## config.mk

```make
export PLATFORM = sky130hd
export DESIGN_NAME = mux_arbiter_flat
export DESIGN_NICKNAME = d
export VERILOG_FILES = /design/src/rtl/mux_arbiter_if.sv /design/src/rtl/mux_arbiter.sv /design/src/flat_wrapper.sv
export SDC_FILE = /design/constraint.sdc
export NUM_CORES = 1
export LEC_CHECK = 0
export ABC_AREA = 1
export CORE_AREA = 2 2 98 100
export CTS_CLUSTER_SIZE = 16
export DETAILED_ROUTE_END_ITERATION = 10
export DIE_AREA = 0 0 100 102
export PLACE_DENSITY_LB_ADDON = 0.3
export REMOVE_ABC_BUFFERS = 1
export SYNTH_ARGS = -nofsm -noshare
export SYNTH_HDL_FRONTEND = slang
export SYNTH_SLANG_ARGS = --single-unit
```

## constraint.sdc

```tcl
create_clock -name clk -period 1.77 [get_ports clk]
set_input_delay 0.354 -clock clk [delete_from_list [all_inputs] [get_ports clk]]
set_output_delay 0.354 -clock clk [all_outputs]
set_load 0.01 [all_outputs]
```

## src/rtl/mux_arbiter_if.sv

```systemverilog
// Request/output handshake bundle for mux_arbiter: four valid/ready requesters in, one valid/ready stream out.
// A word moves on any cycle where valid and ready are both high on the same side; valid never waits on ready.
interface mux_arbiter_if #(
  parameter int DATA_WIDTH = 32
);
  logic [3:0]            req_valid;
  logic [DATA_WIDTH-1:0] req_data_0;
  logic [DATA_WIDTH-1:0] req_data_1;
  logic [DATA_WIDTH-1:0] req_data_2;
  logic [DATA_WIDTH-1:0] req_data_3;
  logic [3:0]            req_ready;
  logic                  out_valid;
  logic [DATA_WIDTH-1:0] out_data;
  logic [1:0]            out_grant;
  logic                  out_ready;

  // Arbiter side
  modport slave (
    input  req_valid, req_data_0, req_data_1, req_data_2, req_data_3, out_ready,
    output req_ready, out_valid, out_data, out_grant
  );

  // Requester / consumer side
  modport master (
    output req_valid, req_data_0, req_data_1, req_data_2, req_data_3, out_ready,
    input  req_ready, out_valid, out_data, out_grant
  );
endinterface

```

## src/rtl/mux_arbiter.sv

```systemverilog
// Round-robin 4-to-1 arbiter feeding a single-entry registered output buffer.
// Define MUX_ARBITER_FIXED_PRIORITY_EN to make the lowest requesting index always win.
module mux_arbiter #(
  parameter int DATA_WIDTH = 32
) (
  input  logic         clk,
  input  logic         reset,
  mux_arbiter_if.slave bus,
  output logic         dbg_state,
  output logic [1:0]   dbg_last_grant
);
  typedef enum logic {EMPTY = 1'b0, FULL = 1'b1} state_t;

  state_t                state_q, state_d;
  logic [1:0]            last_grant_q;
  logic [DATA_WIDTH-1:0] data_q;
  logic [1:0]            grant_q;

  logic                  load_ok;
  logic                  grant_valid;
  logic [1:0]            grant_idx;
  logic [DATA_WIDTH-1:0] sel_data;

  assign load_ok     = (state_q == EMPTY) || bus.out_ready;
  assign grant_valid = load_ok && (|bus.req_valid) && !reset;

`ifdef MUX_ARBITER_FIXED_PRIORITY_EN
  always_comb begin
    grant_idx = 2'd0;
    for (int k = 3; k >= 0; k--) begin
      if (bus.req_valid[k]) grant_idx = k[1:0];
    end
  end
`else
  // Search starts just past the last winner; last_grant itself is tried last.
  always_comb begin
    logic [1:0] cand;
    logic       found;
    grant_idx = 2'd0;
    found     = 1'b0;
    cand      = 2'd0;
    for (int k = 1; k <= 4; k++) begin
      cand = last_grant_q + k[1:0];
      if (!found && bus.req_valid[cand]) begin
        grant_idx = cand;
        found     = 1'b1;
      end
    end
  end
`endif

  always_comb begin
    sel_data = '0;
    case (grant_idx)
      2'd0: sel_data = bus.req_data_0;
      2'd1: sel_data = bus.req_data_1;
      2'd2: sel_data = bus.req_data_2;
      2'd3: sel_data = bus.req_data_3;
      default: sel_data = '0;
    endcase
  end

  always_comb begin
    bus.req_ready = 4'b0000;
    if (grant_valid) bus.req_ready = 4'b0001 << grant_idx;
  end

  always_comb begin
    state_d = state_q;
    if (grant_valid)                          state_d = FULL;
    else if (state_q == FULL && bus.out_ready) state_d = EMPTY;
  end

  always_ff @(posedge clk) begin
    if (reset) begin
      state_q      <= EMPTY;
      data_q       <= '0;
      grant_q      <= 2'd0;
      last_grant_q <= 2'd3;
    end else begin
      state_q <= state_d;
      if (grant_valid) begin
        data_q       <= sel_data;
        grant_q      <= grant_idx;
        last_grant_q <= grant_idx;
      end
    end
  end

  assign bus.out_valid  = (state_q == FULL);
  assign bus.out_data   = data_q;
  assign bus.out_grant  = grant_q;
  assign dbg_state      = state_q;
  assign dbg_last_grant = last_grant_q;
endmodule

```

## src/flat_wrapper.sv

```systemverilog
// flat-port wrapper written by rule: the top's interface ports become plain ports
module mux_arbiter_flat 
#(
  parameter int DATA_WIDTH = 32
)
  (clk, reset, dbg_state, dbg_last_grant, bus_req_valid, bus_req_data_0, bus_req_data_1, bus_req_data_2, bus_req_data_3, bus_out_ready, bus_req_ready, bus_out_valid, bus_out_data, bus_out_grant);
  mux_arbiter_if #(.DATA_WIDTH(DATA_WIDTH)) bus_i ();
  input  logic clk;
  input  logic reset;
  output logic dbg_state;
  output logic [1:0] dbg_last_grant;
  input wire logic [$bits(bus_i.req_valid)-1:0] bus_req_valid;
  input wire logic [$bits(bus_i.req_data_0)-1:0] bus_req_data_0;
  input wire logic [$bits(bus_i.req_data_1)-1:0] bus_req_data_1;
  input wire logic [$bits(bus_i.req_data_2)-1:0] bus_req_data_2;
  input wire logic [$bits(bus_i.req_data_3)-1:0] bus_req_data_3;
  input wire logic [$bits(bus_i.out_ready)-1:0] bus_out_ready;
  output wire logic [$bits(bus_i.req_ready)-1:0] bus_req_ready;
  output wire logic [$bits(bus_i.out_valid)-1:0] bus_out_valid;
  output wire logic [$bits(bus_i.out_data)-1:0] bus_out_data;
  output wire logic [$bits(bus_i.out_grant)-1:0] bus_out_grant;
  assign bus_i.req_valid = bus_req_valid;
  assign bus_i.req_data_0 = bus_req_data_0;
  assign bus_i.req_data_1 = bus_req_data_1;
  assign bus_i.req_data_2 = bus_req_data_2;
  assign bus_i.req_data_3 = bus_req_data_3;
  assign bus_i.out_ready = bus_out_ready;
  assign bus_req_ready = bus_i.req_ready;
  assign bus_out_valid = bus_i.out_valid;
  assign bus_out_data = bus_i.out_data;
  assign bus_out_grant = bus_i.out_grant;
  mux_arbiter #(.DATA_WIDTH(DATA_WIDTH)) u_core (.clk(clk), .reset(reset), .bus(bus_i), .dbg_state(dbg_state), .dbg_last_grant(dbg_last_grant));
endmodule
```

## Yosys cells after proc, flatten, opt, wreduce, memory -nomap -nowiden

Cells that the tools add are included.

| word-level totals | value |
|---|---|
| register bits after elaboration | 37 |
| bits in latches | 0 |
| memories | 0 |
| bits of input ports | 135 |
| memory bits (read-only) | 0 |
| memory bits (writable) | 0 |
| output and inout port bits | 42 |

| operators by class | value |
|---|---|
| div/mod/pow operators | 0 |
| order comparisons | 4 |
| $add $sub $neg | 3 |
| muxes and demuxes | 19 |
| shift-type cells | 1 |
| eq/ne operators | 3 |
| bitwise operators | 1 |
| reduce and logical (&&, ||, !) cells | 14 |
| multipliers | 0 |

Operators by type and width:

| kind | count |
|---|---|
| 32-bit case mux with 4 select lines | 1 |
| 2-bit by 3-bit less-than comparator with 1-bit output, second input constant | 4 |
| 1-bit 2-to-1 mux | 9 |
| 1-bit binary-select mux with 2-bit select | 4 |
| 2-bit 2-to-1 mux | 4 |
| 1-bit logical AND | 6 |
| 2-bit adder, second input constant | 2 |
| 2-bit equality test, second input constant | 2 |
| 1-bit logical NOT | 4 |
| 4-bit 2-to-1 mux | 1 |
| 4-bit OR reduction | 1 |
| 1-bit by 2-bit left shift with 4-bit output, first input constant | 1 |
| 2-bit by 1-bit adder with 2-bit output, second input constant | 1 |
| 2-bit by 1-bit equality test with 1-bit output, second input constant | 1 |
| 2-bit logical NOT | 1 |
| 2-bit nonzero test | 1 |
| 1-bit logical OR | 1 |
| 1-bit inverter | 1 |

## Logic depth before layout (Yosys ltp)

| depth | value |
|---|---|
| word-level depth | 15 |
| gate-level depth with buffers | 17 |
| depth with buffers taken out | 15 |

## Least setup slack after synthesis

OpenSTA, ideal clock, no wires.

| path | value |
|---|---|
| kind | register -> output |
| from | register u_core.last_grant_q[1] (netlist: u_core.dbg_last_grant[1]) |
| to | output port bus_req_ready[0] |
| required time | 1416 ps |
| arrival | 1748 ps |
| setup slack | -332 ps |
| path buffers | 3 |
| cell stages (with the launch flop) | 13 |
| path through | dfxtp_1 -> buf_4 -> inv_4 -> nand2_2 -> nand2_2 -> nand2_2 -> a21boi_1 -> nand2_1 -> inv_2 -> nand2_2 -> buf_6 -> clkbuf_4 -> nor3_1 |

| between the ends | value |
|---|---|
| cells in the longest elaborated chain, start to end | 15 |
| elaborated cells on any way between the ends | 26 |
| those cells by class | add/sub (3); shift (1); mux (16); reduce/logical (6) |

Ends and longest elaborated chain:

| what | line | RTL |
|---|---|---|
| from (decl) | mux_arbiter.sv:15 | `logic [1:0] last_grant_q;` |
| from (signal assigned) | mux_arbiter.sv:85 | `last_grant_q <= grant_idx;` |
| 2-bit by 1-bit adder with 2-bit output | mux_arbiter.sv:43 | `cand = last_grant_q + k[1:0];` |
| 1-bit binary-select mux with 2-bit select | mux_arbiter.sv:44 | `if (!found && bus.req_valid[cand]) begin` |
| 1-bit 2-to-1 mux (implied by the code) | mux_arbiter.sv:44 |  |
| 1-bit 2-to-1 mux | mux_arbiter.sv:44 |  |
| 1-bit logical NOT | mux_arbiter.sv:44 |  |
| 1-bit logical AND | mux_arbiter.sv:44 |  |
| 1-bit 2-to-1 mux | mux_arbiter.sv:44 |  |
| 1-bit logical NOT | mux_arbiter.sv:44 |  |
| 1-bit logical AND | mux_arbiter.sv:44 |  |
| 1-bit 2-to-1 mux | mux_arbiter.sv:44 |  |
| 1-bit logical NOT | mux_arbiter.sv:44 |  |
| 1-bit logical AND | mux_arbiter.sv:44 |  |
| 2-bit 2-to-1 mux * | mux_arbiter.sv:44 |  |
| 1-bit by 2-bit left shift with 4-bit output * | mux_arbiter.sv:65 | `if (grant_valid) bus.req_ready = 4'b0001 << grant_idx;` |
| 4-bit 2-to-1 mux * | mux_arbiter.sv:65 |  |
| to (decl) | flat_wrapper.sv:18 | `output wire logic [$bits(bus_i.req_ready)-1:0] bus_req_ready;` |

Mark *: on every way between the ends. The rest lies on a longest branch, timed or not. The select of a mux whose other input is x is not followed.

## Worst setup path in the final report

| path | value |
|---|---|
| from | register u_core.last_grant_q[0] (netlist: u_core.dbg_last_grant[0]) |
| to | output port bus_req_ready[3] |

Same word-level chain as after synthesis.

==> results.toml <==
[status]
status = "complete, but fails checks"
violations = "setup timing"

[die]
die_w_um = 100
start_util = 0.354
die-area_sq_mm = 0.0102
core_area_sq_mm = 0.00911
fp-row-count = 35
ios = 177
die_h_um = 102

[sta]
finalClockSkew_ps = 5.03
fin_crit_sh = 1.31
hold_viol = 0
hold_slack_ps = 467
relSlewSlack = 0.690
drv_slew = 0
post-route-worst-setup-slack_ps = -541
worst_slew_pin_slew_ps = 465
period_needed_ps = 2310
timing.fmax_mhz = 433
setup_viol = 37
rsz0062_at_grt = "true"

[job]
cap_violations = 0

[clocking]
tritoncts = "done"
ctsRootBufferMaster = "clkbuf_8"
numCtsBuffers = 5
clkSlewWorstSetupHoldPaths_ps = 70
cts_hold_buf = 0
clock_sinks = 37
htreeDepth = 2
clk_latency_ps = 280
clock_path_buffers = 2

[place]
dp_hpwl_um = 8310
globalplace.congestion = 0.853
placed_area_sq_mm = 0.00516
io_buffers = 176

[synth]
yosysWarnings = 0
syn_avg_cell_area_sq_um = 5.56
yosysSeqAreaShare = 0.230
synth_commonest_cells = "nand2_1, inv_1, nand3_1"
synth_edf_count = 0
synth.most_common_cell = "nand2_1"
netlist_instances = 580
synth_ff_type = "dfxtp_1"
yosysTopAreaCell = "nand2_1"
syn_area_sq_mm = 0.00322
synthArstFlopShare = 0
synthTopCellsByArea = "nand2_1, dfxtp_1, inv_1"
synth.top_cell.area_share = 0.255
synth_seq_cells = 37
synth_cell_types = 31

[detailed_routing]
drc = 0
first_pass_iters = 4
routed_via_density = 4.68
drtAntennaViolNets = 0
wl_per_cell_um = 13.2
drt_iter0_drc = 168
vias = 4124
wl_um = 11600

[layout]
syn_to_final_growth_pct = 70.0
stdcell_area_sq_mm = 0.00548
fin_nets = 904
num_antenna_cells = 0
filler_cell_count = 924
drive_above_1_share = 0.149

[setup_path]
worstPathMaxFanout = 5
crit_path_end_kind = "output pin"
worstSetupPathType = "reg2out"
reg2reg_slack_ps = -450
worstSetupStartpointType = "flip-flop"
critPathRequiredTime_ps = 1420
arrival_ps = 1960

[global_routing]
grt_pass1_wl_um = 18200
globalRouteOverflowTotal = 0
grt_max_degree = 38
grt_pass1_vias = 3979
antenna_found_initial = 0
grt_usage = 0.218

[power_and_ir_drop]
ir_worst_vdd_v = 0.00111
power_density_mw_per_mm2 = 1630
p_leak_nw = 2.77

[hold_path]
min-delay-path-class = "reg2reg"
cells in the final DEF (no fill, tap or decap), types with 2 or more instances in the layout:
| cell | count |
|---|---|
| buf_6 | 3 |
| nand2_2 | 18 |
| inv_2 | 2 |
| clkbuf_1 | 3 |
| buf_2 | 4 |
| dlygate4sd2_1 | 5 |
| buf_4 | 33 |
| nand4_1 | 17 |
| dfxtp_1 | 35 |
| nand3_1 | 53 |
| clkbuf_8 | 5 |
| clkbuf_16 | 2 |
| buf_12 | 3 |
| inv_4 | 2 |
| o21ai_0 | 4 |
| nor2_4 | 2 |
| a21oi_1 | 23 |
| buf_8 | 2 |
| nand3_2 | 2 |
| inv_1 | 101 |
| nand2_1 | 213 |
| nor2_1 | 32 |
| a21oi_2 | 11 |
| nand2_4 | 16 |
| clkdlybuf4s50_1 | 166 |
kinds of logic (layout without fill, tap and decap cells):
| logic type | Yosys count | in the layout | synth area share |
|---|---|---|---|
| AND/OR/NAND/NOR | 359 | 359 | 0.492 |
| buffers and inverters | 142 | 332 | 0.198 |
| AO/OA/AOI/OAI | 42 | 42 | 0.0807 |
| flip-flops | 37 | 37 | 0.230 |
area by class of cell:
| type | instances | area, sq um | share of cell area |
|---|---|---|---|
| Timing Repair Buffer | 218 | 2150 | 0.392 |
| Clock buffer | 8 | 80.1 | 0.0146 |
| Tap cell | 111 | 139 | 0.0253 |
| Multi-Input combinational cell | 401 | 1960 | 0.358 |
| Inverter | 106 | 408 | 0.0744 |
| Sequential cell | 37 | 746 | 0.136 |
layer usage:
metal  global-route usage  part of all wire
met1                0.262              0.41
met2                0.402              0.50
met3               0.0465             0.077
met4               0.0453             0.014
met5                    0                 0
worst max-delay path, cell delays in order (launching register included):
cell	delay (ps)
dfxtp_4	380
buf_8	150
nand2_4	70
nand2_4	60
nand2_4	90
nand2_4	60
nor2_4	140
nand4_1	170
nand2_4	130
buf_6	130
nand2_4	60
nor2_4	110
buf_6	110
report_power, final:
group,total [mW],switching [mW],leakage (nW),internal [mW]
Combinational,7.05,3.97,2.42,3.08
Clock,0.563,0.283,0.0395,0.280
Sequential,1.35,0.197,0.305,1.15
Total,8.96,4.45,2.77,4.52
registers in the layout, indices dropped and copies added, names as in the netlist:
name                   cells
u_core.dbg_last_grant      2
u_core.bus.out_valid       1
u_core.bus.out_grant       2
u_core.bus.out_data       32
through the flow:
stage / TNS [ps] / cells / worst slack [ps] / utilization / total power [mW]
floorplan: -38850 / 544 / -1370 / - / 4.93
global route: -19630 / 881 / -624 / 0.602 / 9.90
CTS: -15210 / 876 / -501 / 0.579 / 8.38
global placement: -28010 / 863 / -898 / 0.566 / 7.47
finish: -15260 / 881 / -541 / 0.602 / 8.96
detailed placement: -30660 / 863 / -945 / 0.566 / 7.65
what timing repair did:
| action | CTS | global route |
|---|---|---|
| gates resized for setup | 29 | 33 |
| setup endpoints to repair | 38 | 39 |
| pin swaps | 8 | 14 |
| gates cloned | 0 | 2 |
| buffers inserted | 5 | 3 |
final timing paths:
check,startpoint,end,cells after the start
min reg2reg,u_core.bus.out_data[1]$_SDFFE_PP0P_,u_core.bus.out_data[1]$_SDFFE_PP0P_,2
max,u_core.dbg_last_grant[0]$_SDFFE_PP1P_,bus_req_ready[3],12
min,u_core.bus.out_data[1]$_SDFFE_PP0P_,u_core.bus.out_data[1]$_SDFFE_PP0P_,2
max reg2reg,u_core.dbg_last_grant[0]$_SDFFE_PP1P_,u_core.bus.out_data[21]$_SDFFE_PP0P_,17
Power figures use the tool's default switching activity.
